===== src/rtl/imm_gen_pipe.sv =====
// Pipelined RV32/RV64 immediate generator: decodes the I/S/B/U/J/zimm/shamt
// immediate and carries it with a sideband tag through PIPE_DEPTH elastic stages.
module imm_gen_pipe #(
  parameter int XLEN       = 32,
  parameter int PIPE_DEPTH = 1,
  parameter int TAG_W      = 32
) (
  input  logic             CLK,
  input  logic             RESET,
  input  logic             FLUSH,
  input  logic             IN_VALID,
  output logic             IN_READY,
  input  logic [31:0]      INSTRUCTION,
  input  logic [2:0]       IMM_SEL,
  input  logic [TAG_W-1:0] IN_TAG,
  output logic             OUT_VALID,
  input  logic             OUT_READY,
  output logic [XLEN-1:0]  IMMEDIATE,
  output logic             ILLEGAL,
  output logic [TAG_W-1:0] OUT_TAG
);

  typedef enum logic [2:0] {
    SEL_I     = 3'd0,
    SEL_S     = 3'd1,
    SEL_B     = 3'd2,
    SEL_U     = 3'd3,
    SEL_J     = 3'd4,
    SEL_Z     = 3'd5,
    SEL_SHAMT = 3'd6,
    SEL_NONE  = 3'd7
  } imm_sel_e;

  localparam int LAST = PIPE_DEPTH - 1;

  imm_sel_e        sel;
  logic            sign;
  logic [XLEN-1:0] imm_c;
  logic            illegal_c;
  logic            unused_bits;

  assign sel         = imm_sel_e'(IMM_SEL);
  assign sign        = INSTRUCTION[31];
  // Opcode bits never feed an immediate.
  assign unused_bits = ^INSTRUCTION[6:0];

  // NOTE: every always_comb output gets a default first so no path leaves it unassigned (no latch).
  always_comb begin
    imm_c     = '0;
    illegal_c = 1'b0;
    case (sel)
      SEL_I:     imm_c = {{(XLEN-11){sign}}, INSTRUCTION[30:20]};
      SEL_S:     imm_c = {{(XLEN-11){sign}}, INSTRUCTION[30:25], INSTRUCTION[11:7]};
      SEL_B:     imm_c = {{(XLEN-12){sign}}, INSTRUCTION[7], INSTRUCTION[30:25],
                          INSTRUCTION[11:8], 1'b0};
      SEL_U:     imm_c = {{(XLEN-31){sign}}, INSTRUCTION[30:12], 12'h000};
      SEL_J:     imm_c = {{(XLEN-20){sign}}, INSTRUCTION[19:12], INSTRUCTION[20],
                          INSTRUCTION[30:21], 1'b0};
      SEL_Z:     imm_c = {{(XLEN-5){1'b0}}, INSTRUCTION[19:15]};
      SEL_SHAMT: begin
        if (XLEN == 32) begin
          imm_c     = {{(XLEN-5){1'b0}}, INSTRUCTION[24:20]};
          illegal_c = INSTRUCTION[25];
        end else begin
          imm_c     = {{(XLEN-6){1'b0}}, INSTRUCTION[25:20]};
        end
      end
      SEL_NONE:  imm_c = '0;
    endcase
  end

  logic [PIPE_DEPTH-1:0] valid_q;
  logic [XLEN-1:0]       imm_q   [PIPE_DEPTH];
  logic                  ill_q   [PIPE_DEPTH];
  logic [TAG_W-1:0]      tag_q   [PIPE_DEPTH];

  logic [PIPE_DEPTH-1:0] valid_d;
  logic [XLEN-1:0]       imm_d   [PIPE_DEPTH];
  logic                  ill_d   [PIPE_DEPTH];
  logic [TAG_W-1:0]      tag_d   [PIPE_DEPTH];
  logic [PIPE_DEPTH-1:0] accept;

  // A stage can take a new entry when it is empty or its occupant moves on;
  // the chain is evaluated from the output back so a pop frees the whole pipe.
  always_comb begin
    logic chain;
    accept = '0;
    chain  = !valid_q[LAST] || OUT_READY;
    accept[LAST] = chain;
    for (int k = LAST - 1; k >= 0; k--) begin
      chain     = !valid_q[k] || chain;
      accept[k] = chain;
    end
  end

  always_comb begin
    valid_d    = '0;
    valid_d[0] = IN_VALID;
    imm_d[0]   = imm_c;
    ill_d[0]   = illegal_c;
    tag_d[0]   = IN_TAG;
    for (int k = 1; k < PIPE_DEPTH; k++) begin
      valid_d[k] = valid_q[k-1];
      imm_d[k]   = imm_q[k-1];
      ill_d[k]   = ill_q[k-1];
      tag_d[k]   = tag_q[k-1];
    end
  end

  // NOTE: the data registers are reset too, because the outputs must read zero after reset.
  always_ff @(posedge CLK) begin
    if (!RESET) begin
      valid_q <= '0;
      for (int k = 0; k < PIPE_DEPTH; k++) begin
        imm_q[k] <= '0;
        ill_q[k] <= 1'b0;
        tag_q[k] <= '0;
      end
    end else begin
      for (int k = 0; k < PIPE_DEPTH; k++) begin
        if (accept[k]) begin
          valid_q[k] <= valid_d[k];
          // Bubbles leave the data untouched so the outputs hold after a pop.
          if (valid_d[k]) begin
            imm_q[k] <= imm_d[k];
            ill_q[k] <= ill_d[k];
            tag_q[k] <= tag_d[k];
          end
        end
      end
      if (FLUSH) valid_q <= '0;
    end
  end

  assign IN_READY  = RESET && accept[0];
  assign OUT_VALID = valid_q[LAST];
  assign IMMEDIATE = imm_q[LAST];
  assign ILLEGAL   = ill_q[LAST];
  assign OUT_TAG   = tag_q[LAST];

endmodule


===== config.mk =====
export PLATFORM = sky130hd
export DESIGN_NAME = imm_gen_pipe
export DESIGN_NICKNAME = d
export VERILOG_FILES = /design/src/rtl/imm_gen_pipe.sv
export SDC_FILE = /design/constraint.sdc
export NUM_CORES = 1
export LEC_CHECK = 0
export CELL_PAD_IN_SITES_DETAIL_PLACEMENT = 1
export CELL_PAD_IN_SITES_GLOBAL_PLACEMENT = 1
export CORE_MARGIN = 8
export CORE_UTILIZATION = 35
export CTS_BUF_LIST = sky130_fd_sc_hd__clkbuf_8
export DETAILED_ROUTE_END_ITERATION = 8
export GPL_TIMING_DRIVEN = 0
export PLACE_DENSITY = 0.92
export SKIP_LAST_GASP = 1
export SLEW_MARGIN = 0
export SYNTH_ARGS = -nofsm -noshare
export SYNTH_HDL_FRONTEND = slang
export SYNTH_SLANG_ARGS = --single-unit

===== constraint.sdc =====
create_clock -name CLK -period 4.2 [get_ports CLK]
set_clock_uncertainty 0.05 [all_clocks]
set_input_delay 0.63 -clock CLK [delete_from_list [all_inputs] [get_ports CLK]]
set_output_delay 0.63 -clock CLK [all_outputs]
set_load 0.1 [all_outputs]

==> impl_results.md <==
* Gate power share at 0.322
* Unrepaired setup endpoints after global routing: false
* Detailed Routing Iterations Pass 1 at 4
* Drt wl/cell at 19.6 µm
* Core footprint at 8260 µm²
* 1st-iter DRT viols at between 100 and 150
* Max-slew violation count at 0
* NetSw at 0.000683 W
* CP arrival at 2.64 ns
* TritonCTS Buffers at 9
* # resized after CTS at 0
* Yosys cell types at 30
* Post-Place Worst Slack at 0.873 ns
* Number of synthesized register bits at 66
* Global route overflow at 0
* Post-layout min period at 3.32 ns
* Site Rows at 33
* Least-Margin Pin Slew at 1.06 ns
* CTS tree: yes
* Cell mode on critical path: clkdlybuf4s50_1
* Global-route wire length before repair at 14100 µm
* Cell Area, Synth at 2990 µm²
* Nets at 450
* Vias in the first global route at 2539
* Kind of critical path: input pin to output pin
* Mean Syn Cell Area at 12.6 µm²
* Largest net degree at the start of global routing at 34
* Yosys warnings at 0
* CTS Hold Bufs at 0
* Clock Path Buffers at 2
* CTS H-Tree Depth at 3
* CTS clk-pin slew, worst paths at approximately 0.06 ns
* Max frequency at ~0.30 GHz
* Sw Share at 0.363
* Crit-path slowest cell: clkdlybuf4s50_1
* Critical path startpoint category: input pin
* Clk Latency, worst-skew pair at 0.33 ns
* Worst min path class: flop to flop
* Post-Synthesis Cells at 237
* DR vias at 2429
* Initial antenna violation count at 0
* I/O pin count at 139
* Maximum ir drop on the vdd rail at around 0.17 mV
* PD cells at 407 nW/µm²
* Seq/Total Area, Yosys at 0.659
* Finish-stage setup viols at 0
* Clock power frac at 0.258
* Gr usage total at 0.159
* Hold_ws at 0.630 ns
* Detail Route Antenna Nets at 0
* Root buffer cell: clkbuf_8
* Final Cycle Share at 0.790
* GPL Wtd Cong at 0.829
* Number of max-cap violations at 0
* CP max FO at 6
* Post-Syn Nets at 309
* Die H at about 110 µm
* Final Routed Wirelength at 9570 µm
* ANT cells at 0
* Port buffer count at 129
* Share of layout cells above drive strength 1 at 0.0574
* Post-DP HPWL at about 7500 µm
* Starting Density at 0.363
* Seq pwr share at 0.419
* Delay-heaviest family, CP: buffers and inverters
* Layout Area Growth over Synthesis at 54.2%
* WP buf/inv at 2
* Hold Fails Final Rpt at 0
* CP max stage delay at around 1.1 ns
* Outcome: finished clean
* Critical Path RT at 3.52 ns
* Die area at between 10000 and 15000 µm²
* Setup TNS at 0 ns
* Final setup margin at approximately 0.88 ns
* Crit-path cells: clkdlybuf4s50_1 -> nand2b_1 -> and2_1 -> clkdlybuf4s50_1
* Sink Count at 66
* Post-CTS Setup Inserts at 0
* P_leak at 1.73 nW
* Worst setup EP type: output pin
* Via density at 4.98
* Total internal power at 0.00120 W
* Slew HR at 0.288
* # DRC at 0
* Die width at 108 µm
-- cells in the final DEF, fill, tap and decap left out, types with 5 or more instances in the layout --
cell	n
a21oi_1	33
and2_1	39
and3b_1	8
clkbuf_1	12
clkbuf_8	9
clkdlybuf4s50_1	129
edfxtp_1	65
inv_1	6
nand2_1	13
nand3_1	9
nand3b_1	8
nor2b_1	5
o21a_1	8
o21ai_0	6
-- through the flow --
stage          instances  total power [W]  instance area, µm²   util
3_3_place_gp         471          0.00140                4420  0.535
4_1_cts              488          0.00190                4620  0.559
6_report             488          0.00188                4620  0.559
5_1_grt              488          0.00194                4620  0.559
2_1_floorplan        237          0.00122                2990      -
3_5_place_dp         472          0.00141                4440  0.538
-- power by group through the flow --
stage           logic, W  registers (W)  clock network (W)
2_1_floorplan  0.0000781        0.00115                  0
5_1_grt         0.000624       0.000793           0.000522
4_1_cts         0.000610       0.000790           0.000496
3_3_place_gp    0.000595       0.000803                  0
6_report        0.000606       0.000788           0.000486
3_5_place_dp    0.000609       0.000804                  0
-- kinds of logic after synthesis --
logic type,Yosys count,synth area share
AND/OR/NAND/NOR,93,0.195
XOR/XNOR,1,0.00293
AO/OA/AOI/OAI,53,0.103
adder cells (fa/ha/maj),1,0.00376
multiplexers,1,0.00334
buffers and inverters,22,0.0334
flip-flops,66,0.659
-- path summary, 6_finish.rpt --
check	slack (ns)	cells after the start	to	start
worst max-delay path	0.88	4	IN_READY	OUT_READY
worst min-delay path	0.63	2	OUT_VALID	OUT_VALID
worst max register to register	2.30	4	imm_q[0][6]	OUT_VALID
worst min register to register	0.63	2	OUT_VALID	OUT_VALID
-- worst reg2reg max path, cell delays in order (launching register included) --
cell and delay (ns):
dfxtp_1 0.32, nand2b_1 0.20, nand2_1 0.11, nand2_2 0.59, buf_12 0.31
-- state kept, by name (all words and copies together) (netlist names) --
signal     flops
tag_q         32
OUT_VALID      1
ill_q          1
imm_q         32
-- final cells by class --
type / count / area, µm²
Tap cell: 105 / 131
Clock inverter: 7 / 53.8
Sequential cell: 66 / 1970
Timing Repair Buffer: 130 / 1310
Fill cell: 875 / 3640
Inverter: 3 / 11.3
Buffer: 19 / 88.8
Clock buffer: 9 / 124
Multi-Input combinational cell: 149 / 925
-- cell usage after synthesis (all sizes together) --
| cell type | number | area [µm²] |
|---|---|---|
| edfxtp | 65 | 1950 |
| and2 | 39 | 244 |
| a21oi | 33 | 165 |
| nand2 | 14 | 52.6 |
| clkbuf | 13 | 50.0 |
| nand3 | 9 | 45.0 |
| and3b | 8 | 70.1 |
| nand3b | 8 | 60.1 |
| o21a | 8 | 60.1 |
| buf | 6 | 38.8 |
| o21ai | 6 | 30.0 |
| nor2b | 5 | 31.3 |
| a32oi | 4 | 35.0 |
| nand2b | 4 | 25.0 |
| inv | 3 | 11.3 |
| a211oi | 1 | 7.51 |
| and3 | 1 | 6.26 |
| dfxtp | 1 | 20.0 |
| maj3 | 1 | 11.3 |
| mux2i | 1 | 10.0 |
| nor2 | 1 | 3.75 |
| nor4 | 1 | 6.26 |
| nor4b | 1 | 23.8 |
| o211a | 1 | 10.0 |
| or3 | 1 | 6.26 |
| or4b | 1 | 10.0 |
| xor2 | 1 | 8.76 |
-- routing by layer --
layer,wire length [µm],vias to the layer above,share of wire,track usage
li1,-,1145,-,-
met1,3930,1173,0.41,0.183
met2,4810,96,0.50,0.280
met3,657,15,0.069,0.0280
met4,170,0,0.018,0.0714
met5,0,-,0,0
No activity file was read; power rests on OpenSTA's default activity.
